$ cat config.mk
export PLATFORM = sky130hd
export DESIGN_NAME = irq_controller
export DESIGN_NICKNAME = d
export VERILOG_FILES = /design/src/rtl/irq_controller.sv
export SDC_FILE = /design/constraint.sdc
export NUM_CORES = 1
export LEC_CHECK = 0
export CORE_ASPECT_RATIO = 2
export CORE_MARGIN = 2
export CORE_UTILIZATION = 45
export DETAILED_ROUTE_END_ITERATION = 16
export GPL_TIMING_DRIVEN = 0
export PLACE_DENSITY_LB_ADDON = 0.2
export RECOVER_POWER = 100
export SLEW_MARGIN = 20
export SYNTH_ARGS = -nofsm -noshare
export SYNTH_HDL_FRONTEND = slang
export SYNTH_SLANG_ARGS = --single-unit
$ cat constraint.sdc
create_clock -name clk -period 5.1 [get_ports clk]
set_clock_uncertainty 0.1 [all_clocks]
set_input_delay 1.02 -clock clk [delete_from_list [all_inputs] [get_ports clk]]
set_output_delay 1.02 -clock clk [all_outputs]
set_load 0.03 [all_outputs]
$ cat src/rtl/irq_controller.sv
// Interrupt front-end for the multicycle MIPS core: synchronises and
// edge-detects IRQ/NMI lines, masks, arbitrates and tracks one in-service IRQ.
module irq_controller #(
    parameter int          N_IRQ       = 8,
    parameter logic [31:0] VECTOR_BASE = 32'h0000_0180,
    parameter logic [N_IRQ-1:0] MASK_RESET = {N_IRQ{1'b1}},
    localparam int         IW          = $clog2(N_IRQ)
) (
    input  logic             clk,
    input  logic             reset,
    input  logic [N_IRQ-1:0] irq_in,
    input  logic             nmi_in,
    input  logic             mask_we,
    input  logic [N_IRQ-1:0] mask_wdata,
    input  logic             int_ack,
    input  logic             eoi,
    input  logic             nmi_ack,
    output logic             int_out,
    output logic             intd_out,
    output logic             nmi_out,
    output logic [N_IRQ-1:0] mask,
    output logic [N_IRQ-1:0] pending,
    output logic [IW-1:0]    int_id,
    output logic [31:0]      vector
);

    typedef enum logic [1:0] {
        IDLE,
        REQ,
        SERVICE
    } state_t;

    state_t state_q, state_d;

    logic [N_IRQ-1:0] sync1_q, sync1_d;
    logic [N_IRQ-1:0] sync2_q, sync2_d;
    logic [N_IRQ-1:0] pending_q, pending_d;
    logic [N_IRQ-1:0] mask_q, mask_d;
    logic             nsync1_q, nsync1_d;
    logic             nsync2_q, nsync2_d;
    logic             nmi_q, nmi_d;
    logic [IW-1:0]    id_q, id_d;
    logic [31:0]      vector_q, vector_d;

    logic [N_IRQ-1:0] irq_edge;
    logic             nmi_edge;
    logic [N_IRQ-1:0] req;
    logic [N_IRQ-1:0] req_d;
    logic [N_IRQ-1:0] win_oh;
    logic [IW-1:0]    win_id;
    logic [N_IRQ-1:0] clr;
    logic             ack_take;

    // Two-stage synchroniser; sync2 also serves as the previous-sample
    // stage, so an edge is flagged the cycle it enters sync2.
    always_comb begin
        sync1_d  = irq_in;
        sync2_d  = sync1_q;
        nsync1_d = nmi_in;
        nsync2_d = nsync1_q;
        irq_edge = sync1_q & ~sync2_q;
        nmi_edge = nsync1_q & ~nsync2_q;
    end

    // Fixed priority: lowest unmasked pending index wins.
    always_comb begin
        req    = pending_q & ~mask_q;
        win_id = '0;
        win_oh = '0;
        for (int i = N_IRQ - 1; i >= 0; i--) begin
            if (req[i]) begin
                win_id = IW'(i);
                win_oh = N_IRQ'(1) << i;
            end
        end
    end

    // Pending/mask/NMI update and FSM next state; set beats clear.
    always_comb begin
        ack_take  = (state_q == REQ) && int_ack;
        clr       = ack_take ? win_oh : '0;
        pending_d = (pending_q & ~clr) | irq_edge;
        mask_d    = mask_we ? mask_wdata : mask_q;
        req_d     = pending_d & ~mask_d;
        nmi_d     = (nmi_q & ~nmi_ack) | nmi_edge;
        state_d   = state_q;
        id_d      = id_q;
        vector_d  = vector_q;
        unique case (state_q)
            IDLE, REQ: begin
                if (ack_take) begin
                    state_d  = SERVICE;
                    id_d     = win_id;
                    vector_d = VECTOR_BASE + (32'(win_id) << 2);
                end else begin
                    state_d = (|req_d) ? REQ : IDLE;
                end
            end
            SERVICE: begin
                if (eoi) begin
                    state_d = (|req_d) ? REQ : IDLE;
                end
            end
            default: state_d = IDLE;
        endcase
    end

    // State registers with synchronous reset.
    always_ff @(posedge clk) begin
        if (reset) begin
            state_q   <= IDLE;
            sync1_q   <= '0;
            sync2_q   <= '0;
            nsync1_q  <= 1'b0;
            nsync2_q  <= 1'b0;
            pending_q <= '0;
            mask_q    <= MASK_RESET;
            nmi_q     <= 1'b0;
            id_q      <= '0;
            vector_q  <= VECTOR_BASE;
        end else begin
            state_q   <= state_d;
            sync1_q   <= sync1_d;
            sync2_q   <= sync2_d;
            nsync1_q  <= nsync1_d;
            nsync2_q  <= nsync2_d;
            pending_q <= pending_d;
            mask_q    <= mask_d;
            nmi_q     <= nmi_d;
            id_q      <= id_d;
            vector_q  <= vector_d;
        end
    end

    assign int_out  = (state_q == REQ);
    assign intd_out = (state_q == SERVICE);
    assign nmi_out  = nmi_q;
    assign mask     = mask_q;
    assign pending  = pending_q;
    assign int_id   = id_q;
    assign vector   = vector_q;

endmodule

# After elaboration in Yosys (flattened, before gate mapping)
# Index checks and enable logic that the tools add are counted.
# classes
add_sub_neg	1
eq_ne	3
n_mux	22
n_bitwise	14
reduce_logical	5
# op_table
op	count
8-bit 2-to-1 mux	10
8-bit AND	4
8-bit inverter	4
3-bit 2-to-1 mux	8
9-bit by 5-bit adder with 10-bit output, first input constant	1
8-bit OR	1
8-bit OR reduction	1
2-bit 2-to-1 mux	2
2-bit one-hot mux with 2 select lines	1
1-bit AND	2
2-bit by 1-bit equality test with 1-bit output, second input constant	1
2-bit equality test, second input constant	1
2-bit logical NOT	1
2-bit != test, second input constant	1
1-bit inverter	2
2-bit AND reduction	1
2-bit OR reduction	1
1-bit logical AND	1
1-bit 2-to-1 mux	1
1-bit OR	1
# word_totals
register_bits	72
in_bits	23
word_cells	55

# Longest topological paths before layout
# depth
ltp_word	19
depth_mapped	6
depth_no_buf	6

# Least setup slack after synthesis
# Ideal clock, no wire load.
# synth_path
path_kind	input to register
startpoint	in int_ack
endpoint	reg state_q[0]
setup_time_ps	131
t_arrival_ps	2057
t_required_ps	4869
path_slack_ps	2812
stages	6
n_path_buf	0
path_cell_list	nand3b_4 -> a221oi_1 -> a211oi_1 -> a211o_1 -> a211oi_2 -> a311oi_1
# synth_between
elab_chain_len	10
elab_cells_between_ends	11
cone_classes	5 x mux; 4 x bitwise; 2 x reduce/logical
# synth_lines
item	line_no	text
from (decl)	15	input logic int_ack,
1-bit logical AND (*)	80	ack_take = (state_q == REQ) && int_ack;
8-bit 2-to-1 mux	81	clr = ack_take ? win_oh : '0;
8-bit inverter	82	pending_d = (pending_q & ~clr) | irq_edge;
8-bit AND	82	
8-bit OR	82	
8-bit AND	84	req_d = pending_d & ~mask_d;
8-bit OR reduction	96, 101	
1-bit 2-to-1 mux	96, 101	
2-bit 2-to-1 mux (on tied branches)	100, 91	
2-bit one-hot mux with 2 select lines (*)	89	unique case (state_q)
to (signal assigned)	122	state_q <= state_d;
to (decl)	33	state_t state_q, state_d;
# Mark *: on every way between the ends. The rest lies on a longest branch, timed or not. The select of a mux whose other input is x is not followed.
# A chain may end at the register's enable or synchronous reset.

# Worst setup path in the final report
# Same ends and word-level chain as after synthesis.

==> impl_metrics.csv <==
group,metric,value,unit
outcome,status,"finished, final reports clean",
global_route,grt_use_total,16.1,%
cells_and_area,multi_input_area,831,um^2
floorplan,die_w,49.0,um
drt,ant_nets,0,
critical_path,worstSetupPathType,"in -> reg",
clocking,clk_pin_slew,0.07,ns
sta,tns,0,ns
synth,synth-seq-cells,40,
floorplan,core,3880,um^2
synth,synth-main-ff-cell,"dfxtp_1",
sta,post-route-period-util,67.6,%
drt,routed_wl,3530,um
synth,ys_warn_count,0,
clocking,clock-sinks,40,
drt,routedWlPerCell,10.8,um
floorplan,pin_count,77,
cells_and_area,seq_area,801,um^2
pwr,p_leak,1.13,nW
sta,fin_crit,3.45,ns
sta,hold_violations,0,
critical_path,worstRegToRegCells,6,
critical_path,r2r_slack,2.54,ns
placed_design,dp_hpwl,2860,um
clocking,postCtsHoldBufs,0,
synth,synth.distinct_cells,33,
sta,drv_slew,0,
floorplan,die-area,4610,um^2
critical_path,cp_max_fo,8,
clocking,cts_setup_buffers,0,
pwr,vdd_drop_max,0.000262,V
hold_path,holdPathStages,2,
synth,synth-async-reset-ratio,0,%
sta,tightest_slew,1.00,ns
cells_and_area,design_area,2500,um^2
cells_and_area,syn_to_final_growth,37.1,%
cells_and_area,stdcell_count,327,
cells_and_area,drive_gt1_share,14.9,%
synth,syn_area,1830,um^2
sta,max_freq,290,MHz
hold_path,min_path_type,"reg -> reg",
synth,avgSynthCellArea,9.31,um^2
critical_path,required,5.15,ns
cells_and_area,antenna_cells,0,
cells_and_area,nFillCells,366,
placed_design,dpl.cell_count,320,
global_route,overflow,0,
pwr,p_per_area,280,nW/um^2
clocking,root_buffer,"clkbuf_8",
pwr,finalPower,0.701,mW
global_route,antenna_found_initial,0,
placed_design,placed_cell_area,2450,um^2
placed_design,place_congestion,0.803,
floorplan,start_util,47.0,%
global_route,grt_pass1_vias,1333,
drt,vias,1465,
clocking,cts_resized,0,
cells_and_area,fin_nets,299,
drt,drc,0,
sta,rsz0062_at_grt,"false",
sta,finalSetupViolCount,0,
clocking,h-tree-depth,2,
job,cap_violations,0,
clocking,clk_latency,0.28,ns
floorplan,fp.dieH,94.1,um
clocking,cts_tree,"done",
floorplan,rows,32,
global_route,grt_first_pass_wirelength,5750,um
clocking,clock_path_buffers,2,
drt,drt_first_iter_violations,18,
synth,ys_seq_area_share,43.9,%
critical_path,start_kind,"primary input",
critical_path,end_kind,"register",
synth,synth_edf_count,0,
global_route,grt_max_degree,12,
sta,slew_headroom,33.0,%
placed_design,io_buffers,46,
clocking,numCtsBuffers,5,
critical_path,crit_arrival,3.50,ns
drt,drtPass1Iterations,5,
synth,synthCells,196,
drt,viasPerCell,4.48,
## cells in the mapped netlist, drive strengths merged, types with 2 or more instances
library cell | number | area [um^2]
a211o | 4 | 35.0
a211oi | 2 | 20.0
a21oi | 9 | 48.8
a22oi | 3 | 22.5
and2 | 2 | 12.5
and2b | 2 | 15.0
buf | 33 | 245
clkbuf | 4 | 15.0
conb | 2 | 7.51
dfxtp | 40 | 801
inv | 3 | 11.3
mux2i | 6 | 60.1
nand2 | 4 | 15.0
nand2b | 15 | 93.8
nand4b | 2 | 17.5
nor2 | 13 | 48.8
nor2b | 32 | 200
o21ai | 8 | 40.0
## stage by stage
step | worst slack [ns] | utilization, % | hold slack (ns)
2_1_floorplan | 2.81 | - | 0.310
3_5_place_dp | 2.05 | 63.1 | 0.336
3_3_place_gp | 2.03 | 63.1 | 0.327
4_1_cts | 2.33 | 65.1 | 0.347
5_1_grt | 1.35 | 64.5 | 0.377
6_report | 1.65 | 64.5 | 0.348
## path summary, 6_finish.rpt
path	start	to
max	int_ack	state_q[0]
min	sync1_q[7]	sync2_q[7]
max reg2reg	state_q[1]	state_q[0]
min reg2reg	sync1_q[7]	sync2_q[7]
## critical path: stages
cell           delay (ns)
dlygate4sd3_1        0.55
nand3b_1             0.25
nor3b_1              0.89
a21oi_1              0.16
a211o_1              0.30
a211oi_2             0.22
a311oi_1             0.10
## registers in the layout, summed over array words and instances, names as in the netlist
signal	count
pending	8
nmi_out	1
nsync2_q	1
state_q	2
sync2_q	8
int_id	3
nsync1_q	1
sync1_q	8
mask	8
## cell usage in the layout, fill, tap and decap left out, drive strengths merged, types with 8 or more instances in the layout
cell           count
nor2b             32
buf               32
dlygate4sd3       37
nor2              13
dfxtp             40
conb              29
a21oi              9
o21ai              8
clkbuf            11
clkdlybuf4s50      9
nand2b            15
## logic make-up after synthesis
| kind of cell | synth area share [%] |
|---|---|
| other | 0.411 |
| muxes | 3.29 |
| AOI/OAI and AO/OA | 12.8 |
| DFF | 43.9 |
| buffers and inverters | 14.9 |
| and+or+nand+nor | 24.7 |
## where the power goes
group / total, mW / internal (mW) / switching (mW)
Combinational: 0.169 / 0.0726 / 0.0960
Clock: 0.189 / 0.0929 / 0.0964
Sequential: 0.343 / 0.331 / 0.0121
Total: 0.701 / 0.497 / 0.204
## cell type report
class	instances	area share, %
Clock buffer	6	2.90
Clock inverter	1	0.200
Inverter	3	0.450
Sequential cell	40	32.0
Timing Repair Buffer	46	18.4
Tap cell	51	2.55
Buffer	37	10.3
Multi-Input combinational cell	143	33.2
## routing by layer
| metal | wire (um) | GRT usage (%) | part of all wire [%] |
|---|---|---|---|
| met4 | 46 | 7.14 | 1.3 |
| met2 | 1960 | 30.6 | 55 |
| met1 | 1280 | 15.7 | 36 |
| met3 | 249 | 4.30 | 7.0 |
| met5 | 0 | 0 | 0 |
Note: power is estimated with default switching activity, not from simulation.
